$ cat src/rtl/debounce_event_if.sv
// MMIO slot bus for the debouncer: select/strobes/address/data in, combinational read data out.
interface debounce_event_if;
    logic        cs;
    logic        read;
    logic        write;
    logic [4:0]  addr;
    logic [31:0] wr_data;
    logic [31:0] rd_data;

    modport master (output cs, read, write, addr, wr_data, input rd_data);
    modport slave  (input cs, read, write, addr, wr_data, output rd_data);
endinterface

$ cat src/rtl/debounce_event_core.sv
// Multi-channel debouncer: 2-FF sync, shared sample prescaler, per-channel stability
// counters, W1C rise/fall pending registers and a registered maskable irq.

module debounce_event_lane #(
    parameter int THRESH = 4
) (
    input  logic clk,
    input  logic reset,
    input  logic i_tick,
    input  logic i_sync,
    output logic o_level,
    output logic o_rise,
    output logic o_fall
);
    localparam int CW = $clog2(THRESH);

    logic [CW-1:0] r_cnt;
    logic          r_level;
    logic          w_diff;
    logic          w_flip;

    assign w_diff  = i_sync != r_level;
    assign w_flip  = i_tick && w_diff && (r_cnt == CW'(THRESH - 1));
    assign o_level = r_level;
    assign o_rise  = w_flip && !r_level;
    assign o_fall  = w_flip && r_level;

    // Any sample agreeing with the current level restarts the stability run.
    always_ff @(posedge clk) begin
        if (reset) begin
            r_cnt   <= '0;
            r_level <= 1'b0;
        end else if (i_tick) begin
            if (!w_diff) begin
                r_cnt <= '0;
            end else if (w_flip) begin
                r_cnt   <= '0;
                r_level <= ~r_level;
            end else begin
                r_cnt <= r_cnt + CW'(1);
            end
        end
    end
endmodule

module debounce_event_core #(
    parameter int          W       = 8,
    parameter int          PW      = 24,
    parameter logic [31:0] DEF_PRD = 32'd999_999,
    parameter int          THRESH  = 4
) (
    input  logic                   clk,
    input  logic                   reset,
    debounce_event_if.slave        bus,
    input  logic [W-1:0]           din,
    output logic                   irq
);
    logic [W-1:0]  r_sync1;
    logic [W-1:0]  r_sync2;
    logic [PW-1:0] r_presc;
    logic [PW-1:0] r_period;
    logic [W-1:0]  r_rise_pend;
    logic [W-1:0]  r_fall_pend;
    logic [W-1:0]  r_rise_en;
    logic [W-1:0]  r_fall_en;
    logic          r_irq;

    logic [W-1:0]  w_level;
    logic [W-1:0]  w_rise;
    logic [W-1:0]  w_fall;
    logic          w_wr;
    logic [2:0]    w_sel;
    logic          w_wr_prd;
    logic          w_tick;
    logic [W-1:0]  w_clr_rise;
    logic [W-1:0]  w_clr_fall;
    logic [31:0]   w_rd;
    logic          w_unused;

    assign w_wr     = bus.cs && bus.write;
    assign w_sel    = bus.addr[2:0];
    assign w_wr_prd = w_wr && (w_sel == 3'd6);
    // A period write restarts the sample interval, so it never ticks in that cycle.
    assign w_tick   = (r_presc == r_period) && !w_wr_prd;

    assign w_clr_rise = (w_wr && w_sel == 3'd2) ? bus.wr_data[W-1:0] : '0;
    assign w_clr_fall = (w_wr && w_sel == 3'd3) ? bus.wr_data[W-1:0] : '0;

    assign w_unused = &{1'b0, bus.read, bus.addr[4:3], bus.wr_data};

    for (genvar i = 0; i < W; i++) begin : g_lane
        debounce_event_lane #(.THRESH(THRESH)) u_lane (
            .clk     (clk),
            .reset   (reset),
            .i_tick  (w_tick),
            .i_sync  (r_sync2[i]),
            .o_level (w_level[i]),
            .o_rise  (w_rise[i]),
            .o_fall  (w_fall[i])
        );
    end

    always_ff @(posedge clk) begin
        if (reset) begin
            r_sync1     <= '0;
            r_sync2     <= '0;
            r_presc     <= '0;
            r_period    <= PW'(DEF_PRD);
            r_rise_pend <= '0;
            r_fall_pend <= '0;
            r_rise_en   <= '0;
            r_fall_en   <= '0;
            r_irq       <= 1'b0;
        end else begin
            r_sync1 <= din;
            r_sync2 <= r_sync1;

            if (w_wr_prd || w_tick) r_presc <= '0;
            else                    r_presc <= r_presc + PW'(1);

            // New events are OR-ed in after the clear so a coincident set wins.
            r_rise_pend <= (r_rise_pend & ~w_clr_rise) | w_rise;
            r_fall_pend <= (r_fall_pend & ~w_clr_fall) | w_fall;

            if (w_wr && w_sel == 3'd4) r_rise_en <= bus.wr_data[W-1:0];
            if (w_wr && w_sel == 3'd5) r_fall_en <= bus.wr_data[W-1:0];
            if (w_wr_prd)              r_period  <= bus.wr_data[PW-1:0];

            r_irq <= |((r_rise_pend & r_rise_en) | (r_fall_pend & r_fall_en));
        end
    end

    assign irq = r_irq;

    always_comb begin
        w_rd = '0;
        case (w_sel)
            3'd0: w_rd[W-1:0]  = r_sync2;
            3'd1: w_rd[W-1:0]  = w_level;
            3'd2: w_rd[W-1:0]  = r_rise_pend;
            3'd3: w_rd[W-1:0]  = r_fall_pend;
            3'd4: w_rd[W-1:0]  = r_rise_en;
            3'd5: w_rd[W-1:0]  = r_fall_en;
            3'd6: w_rd[PW-1:0] = r_period;
            default: w_rd = '0;
        endcase
    end

    assign bus.rd_data = w_rd;
endmodule

$ cat src/flat_wrapper.sv
// flat-port wrapper written by rule: the top's interface ports become plain ports
module debounce_event_core_flat 
#(
    parameter int          W       = 8,
    parameter int          PW      = 24,
    parameter logic [31:0] DEF_PRD = 32'd999_999,
    parameter int          THRESH  = 4
)
  (clk, reset, din, irq, bus_cs, bus_read, bus_write, bus_addr, bus_wr_data, bus_rd_data);
  debounce_event_if bus_i ();
  input  logic clk;
  input  logic reset;
  input  logic [W-1:0] din;
  output logic irq;
  input wire logic [$bits(bus_i.cs)-1:0] bus_cs;
  input wire logic [$bits(bus_i.read)-1:0] bus_read;
  input wire logic [$bits(bus_i.write)-1:0] bus_write;
  input wire logic [$bits(bus_i.addr)-1:0] bus_addr;
  input wire logic [$bits(bus_i.wr_data)-1:0] bus_wr_data;
  output wire logic [$bits(bus_i.rd_data)-1:0] bus_rd_data;
  assign bus_i.cs = bus_cs;
  assign bus_i.read = bus_read;
  assign bus_i.write = bus_write;
  assign bus_i.addr = bus_addr;
  assign bus_i.wr_data = bus_wr_data;
  assign bus_rd_data = bus_i.rd_data;
  debounce_event_core #(.W(W), .PW(PW), .DEF_PRD(DEF_PRD), .THRESH(THRESH)) u_core (.clk(clk), .reset(reset), .bus(bus_i), .din(din), .irq(irq));
endmodule
$ cat config.mk
export PLATFORM = sky130hd
export DESIGN_NAME = debounce_event_core_flat
export DESIGN_NICKNAME = d
export VERILOG_FILES = /design/src/rtl/debounce_event_if.sv /design/src/rtl/debounce_event_core.sv /design/src/flat_wrapper.sv
export SDC_FILE = /design/constraint.sdc
export NUM_CORES = 1
export LEC_CHECK = 0
export ABC_AREA = 1
export CORE_MARGIN = 2
export CORE_UTILIZATION = 30
export CTS_CLUSTER_SIZE = 24
export DETAILED_ROUTE_END_ITERATION = 16
export PLACE_DENSITY = 0.58
export SLEW_MARGIN = 5
export SYNTH_ARGS = -nofsm -noshare
export SYNTH_HDL_FRONTEND = slang
export SYNTH_SLANG_ARGS = --single-unit
$ cat constraint.sdc
create_clock -name clk -period 1.9 [get_ports clk]
set_clock_uncertainty 0.05 [all_clocks]
set_input_delay 0.285 -clock clk [delete_from_list [all_inputs] [get_ports clk]]
set_output_delay 0.285 -clock clk [all_outputs]
set_load 0.02 [all_outputs]
==> out/results.ini, run 1 <==
[status]
outcome = completed

[timing]
worst_pin_slew_ns = 0.687
maxSlewHeadroom_pct = 54.2
fmax_ghz = 0.546
maxSlewViolCount = 0
hold_viol = 0
finalSetupViolCount = 0
hold_slack_ns = 0.329
rsz0062_at_grt = true
fin_crit_sh_pct = 96.3
fin_crit_ns = 1.83

[layout]
fin_nets = 1067
diodes = 0
fin_cells = 1281
fill_cells = 1974
utilization_pct = 44.3
drive_gt1_share_pct = 23.8
area_delta_synth_final_pct = 43.8
multi_input_area_um2 = 3010
regArea_um2 = 2440
postLayoutCellArea_um2 = 8370

[hold_path]
worstHoldPathCells = 3
hold_path_class = in -> reg

[power_and_ir_drop]
p_comb_share_pct = 7.0
finalPower_w = 0.00645
switching_share_pct = 21.9
seqPwrFrac_pct = 40.4
vdd_drop_max_mv = 0.567
p_int_w = 0.00503
switchingPower_w = 0.00141
leakage_nw = 3.63
power_density_nw_per_um2 = 770
power.share.clock_pct = 52.6

[logic_synthesis]
yosysMostFrequentCell = nand2_1
synth_ff_type = dfxtp_1
netlist_area_um2 = 5820
yosys.area.top_type = dfxtp_1
synthCells = 834
synth_area_leaders = dfxtp_1, nand2_1, inv_1
yosys_warnings = 0
synth_cell_types = 37
avgSynthCellArea_um2 = 6.97
netlist.area_leader.share_pct = 41.7
seq_area_frac_synth_pct = 41.7
synth_edf_count = 0
async_reset_ff_share_pct = 0
synth_seq_cells = 121
synth_common_cells = nand2_1, dfxtp_1, inv_1, nor2_1, a21oi_1

[drt]
wl_per_cell_um = 13.3
vias = 5779
detail_route.first_pass.iterations = 5
drt_iter0_drc = 274
wl_um = 17100
postRouteAntennaNets = 0
routed_via_density = 4.51
drc = 0

[die]
die_h_um = 143
die_w_um = 143
coreArea_um2 = 18900
num_rows = 50
start_util_pct = 30.8
design.portCount = 83
dieArea_um2 = 20500

[placed_design]
placed_area_um2 = 7510
place_congestion = 0.899
hpwl_um = 12700
place_inst = 1245
io_buffers = 63

[worst_setup_path]
max_stage_delay_ns = 0.32
rr_worst_depth = 14
cpMostUsedCell = buf_4
start_kind = flop
required_ns = 1.56
cp_num_buf_inv = 4
slowest_stage = dfxtp_2
path_class = reg -> out
crit_chain = inv_2, buf_4, o22ai_2, a21oi_2, o2111ai_1, buf_4, buf_6
cp_max_fo = 2
arrival_ns = 1.50
critPathTopFamily = buffers and inverters
endpoint_kind = output pin
path_depth = 7

[clocking]
cts_root_buffer = clkbuf_16
clockBufferDepth = 2
numClockSinks = 121
cts-htree-levels = 4
cts_inserted_buffers = 17
insertion_delay_ns = 0.42
tritoncts = built
clk_pin_slew_ns = 0.06

[global_routing]
grt_use_total_pct = 17.1
grt_overflow_total = 0
antenna_found_initial = 0
grt_pass1_vias = 5433
grt_max_degree = 64
grt_first_pass_wirelength_um = 27200

[run]
maxCapViolCount = 0

==> worst paths after layout <==
check	start	to	slack (ns)
max	u_core.r_period[7]$_SDFFE_PP0P_	bus_rd_data[7]	0.07
min	din[4]	u_core.r_sync1[4]$_SDFF_PP0_	0.33
max reg2reg	u_core.r_period[7]$_SDFFE_PP0P_	u_core.g_lane[5].u_lane.o_level$_SDFFE_PP0P_	0.12
min reg2reg	u_core.r_sync1[5]$_SDFF_PP0_	u_core.r_sync2[5]$_SDFF_PP0_	0.35
==> layout make-up <==
type | count | share of cell area [%]
clock buffer | 24 | 5.64
timing repair buffer | 181 | 18.1
sequential | 121 | 29.2
tap | 260 | 3.89
clock inverter | 8 | 1.71
inverter | 124 | 5.56
multi-input combinational | 563 | 36.0
==> state kept, by name (all words and copies together) (netlist names) <==
name                          cells
u_core.g_lane.u_lane.o_level      8
u_core.r_period                  24
u_core.r_rise_en                  8
u_core.r_presc                   24
u_core.r_sync2                    8
u_core.r_sync1                    8
u_core.r_fall_en                  8
u_core.g_lane.u_lane.r_cnt       16
u_core.irq                        1
u_core.r_rise_pend                8
u_core.r_fall_pend                8
==> logic make-up after synthesis <==
kind of cell	synth area share [%]
adder cells (fa/ha/maj)	1.94
AO/OA/AOI/OAI	15.6
other	0.0645
buffers and inverters	11.1
XOR/XNOR	2.11
flip-flops	41.7
AND/OR/NAND/NOR	27.5
==> metal layers <==
layer | share of wire [%] | global-route usage, % | wire length [um]
met5 | 0 | 0 | 0
met4 | 1.7 | 5.68 | 289
met3 | 3.7 | 3.92 | 639
met2 | 47 | 27.5 | 8030
met1 | 48 | 22.7 | 8140
==> through the flow <==
stage	TNS [ns]	setup slack [ns]
2_1_floorplan	0	0.209
3_3_place_gp	-61.21	-0.896
3_5_place_dp	-64.20	-0.860
4_1_cts	-0.0471	-0.0471
5_1_grt	-0.308	-0.0409
6_report	0	0.0694
==> worst min-delay path, delay by kind of cell <==
family	cells	cell delay, ns
and+or+nand+nor	1	0.03
buffers and inverters	2	0.44
==> cell usage in the layout (no fill, tap or decap), types with 5 or more instances in the layout <==
cell	synthesis	final
a21oi_1	84	80
a221oi_1	8	5
buf_2	5	7
buf_4	11	116
clkbuf_1	12	5
clkbuf_16	0	17
clkdlybuf4s50_1	0	35
conb_1	1	8
dfxtp_1	121	107
dfxtp_2	0	14
dlygate4sd2_1	0	16
ha_1	9	8
inv_1	120	107
inv_2	4	17
nand2_1	172	167
nand2_2	2	6
nand3_1	32	22
nand3_2	1	8
nand4_1	21	21
nor2_1	106	99
nor2_2	4	5
nor2_4	1	8
nor3_1	12	10
o21ai_0	54	52
xor2_1	14	14
==> power by group through the flow <==
| stage | logic, W | clock network (W) | registers, W |
|---|---|---|---|
| 2_1_floorplan | 0.000210 | 0 | 0.00265 |
| 3_3_place_gp | 0.000441 | 0 | 0.00265 |
| 3_5_place_dp | 0.000441 | 0 | 0.00266 |
| 4_1_cts | 0.000439 | 0.00346 | 0.00260 |
| 5_1_grt | 0.000497 | 0.00358 | 0.00261 |
| 6_report | 0.000453 | 0.00339 | 0.00260 |
==> what timing repair did <==
item | CTS | global route
pin swaps | 7 | 20
buffers inserted | 2 | 4
cloned | 1 | 0
endpoints found under the setup margin | 99 | 65
gates resized for setup | 82 | 66
hold buffers | 0 | 0
(Power assumes the default switching activity.)
==> inputs of run 2 (changes only) <==
--- a/config.mk
+++ b/config.mk
@@ -10,6 +10,7 @@
 export CORE_UTILIZATION = 30
 export CTS_CLUSTER_SIZE = 24
 export DETAILED_ROUTE_END_ITERATION = 16
+export GPL_ROUTABILITY_DRIVEN = 0
 export PLACE_DENSITY = 0.58
 export SLEW_MARGIN = 5
 export SYNTH_ARGS = -nofsm -noshare
==> run 2 against run 1 <==
Clock power hardly changed. Global-route usage is 0.74 points lower. Non-clock buffer count is 61 lower. Register-to-register slack worse by 0.05 ns. Critical path depth is 2 lower. Sequential power hardly changed. First-iteration DRC count is 35% higher. Via count is 2.7% lower. Hold slack worse by 0.051 ns. Maximum frequency is 2.0% lower. Sequential share of layout area is 2.0 points higher. Cell count is 4.9% lower. Largest cell class unchanged.
==> out/results.ini, run 2 (synthesis results as in run 1) <==
[layout]
area_delta_synth_final_pct = 35.7
fin_cells = 1218
drive_gt1_share_pct = 18.9
mostFrequentLayoutCell = nand2_1
top_regs = u_core.r_period (24), u_core.r_presc (24), u_core.g_lane.u_lane.r_cnt (16)
postLayoutCellArea_um2 = 7890
diodes = 0
fin_nets = 1005
layout_common_cells = nand2_1, inv_1, nor2_1

[timing]
finalSetupViolCount = 0
fin_crit_sh_pct = 98.3
setup_slack_ns = 0.0323
hold_viol = 0
rsz0062_at_grt = true
fin_crit_ns = 1.87
worst_pin_slew_ns = 0.706
fmax_ghz = 0.535
maxSlewViolCount = 0
maxSlewHeadroom_pct = 52.9

[power_and_ir_drop]
power_density_nw_per_um2 = 809
leakage_nw = 3.35
vdd_drop_max_mv = 0.611
finalPower_w = 0.00638

[worst_setup_path]
crit_chain = inv_1, nor2_1, a221oi_1, nand3_1, buf_2
arrival_ns = 1.53
endpoint_kind = output pin
path_class = reg -> out
timing.rr.start = u_core.r_presc[11]$_SDFF_PP0_
start_kind = flop
max_stage_delay_ns = 0.35
cp-startpoint = u_core.r_sync2[1]$_SDFF_PP0_
slowest_stage = dfxtp_1
cp_max_fo = 3
required_ns = 1.56

[global_routing]
grt_use_total_pct = 16.4
grt_pass1_vias = 5331
antenna_found_initial = 0
grt_overflow_total = 0
grt_first_pass_wirelength_um = 25900
grt_max_degree = 64

[drt]
drc = 0
routed_via_density = 4.61
drt_iter0_drc = 369
wl_um = 16400
detail_route.first_pass.iterations = 4
vias = 5621
postRouteAntennaNets = 0
wl_per_cell_um = 13.5

[hold_path]
holdCritStartpoint = reset
hold_path_class = in -> reg

[die]
num_rows = 50
coreArea_um2 = 18900
design.portCount = 83
dieArea_um2 = 20500
start_util_pct = 30.8
die_h_um = 143
die_w_um = 143

[run]
maxCapViolCount = 0

[clocking]
clk_pin_slew_ns = 0.06
numClockSinks = 121
insertion_delay_ns = 0.42
cts_inserted_buffers = 17
cts_root_buffer = clkbuf_16
postCtsHoldBufs = 0
clockBufferDepth = 2
tritoncts = built
cts-htree-levels = 4

[placed_design]
hpwl_um = 12200
placed_area_um2 = 7030
dp_slack_ns = -0.778
io_buffers = 63
place_inst = 1178

[status]
outcome = completed

==> run 2: cell type report <==
cell class / instances / area (um^2)
Multi-Input combinational cell: 562 / 2900
Clock inverter: 7 / 113
Fill cell: 1989 / 11000
Clock buffer: 24 / 512
Tap cell: 260 / 325
Inverter: 124 / 465
Timing Repair Buffer: 120 / 1110
Sequential cell: 121 / 2460
==> run 2: per-layer routing <==
layer | vias up | part of all wire, % | track usage [%]
met3 | 23 | 5.1 | 3.42
met4 | 0 | 1.9 | 7.38
met5 | - | 0 | 0
met2 | 151 | 46 | 26.2
li1 | 2915 | - | -
met1 | 2532 | 47 | 21.3
==> run 2: path summary, 6_finish.rpt <==
check	slack (ns)	cells after the start	end
max	0.03	5	bus_rd_data[1]
min	0.28	5	u_core.g_lane[4].u_lane.o_level$_SDFFE_PP0P_
max reg2reg	0.07	12	u_core.g_lane[3].u_lane.o_level$_SDFFE_PP0P_
min reg2reg	0.35	2	u_core.r_sync2[5]$_SDFF_PP0_
==> run 2: worst max-delay path, delay by kind of cell, from the launching register on <==
| family | cells | cell delay [ns] |
|---|---|---|
| flops | 1 | 0.35 |
| compound gates | 1 | 0.23 |
| simple gates | 2 | 0.21 |
| buf+inv | 2 | 0.32 |
==> run 2: per-stage QoR <==
stage	TNS, ns	hold WS (ns)	utilization [%]
after floorplan	0	0.338	-
after global placement	-50.68	0.340	37.2
after detailed placement	-52.80	0.345	37.2
after CTS	-0.0187	0.261	40.5
after global routing	-1.23	0.316	41.8
final	0	0.279	41.8
==> run 2: power breakdown <==
part	switching [W]	internal, W
Combinational	0.000236	0.000176
Clock	0.00110	0.00226
Sequential	0.0000295	0.00258
==> run 2: repair_timing <==
action,CTS,global route
endpoints found under the setup margin,50,52
setup buffers,3,5
resized for setup,70,68
cloned,0,2
pin swaps,3,28
==> inputs of run 3 (changes only) <==
--- a/config.mk
+++ b/config.mk
@@ -10,8 +10,8 @@
 export CORE_UTILIZATION = 30
 export CTS_CLUSTER_SIZE = 24
 export DETAILED_ROUTE_END_ITERATION = 16
-export GPL_ROUTABILITY_DRIVEN = 0
 export PLACE_DENSITY = 0.58
+export RECOVER_POWER = 100
 export SLEW_MARGIN = 5
 export SYNTH_ARGS = -nofsm -noshare
 export SYNTH_HDL_FRONTEND = slang
==> results of run 3 <==
Final layout, timing and power as in run 1 (identical DEF).
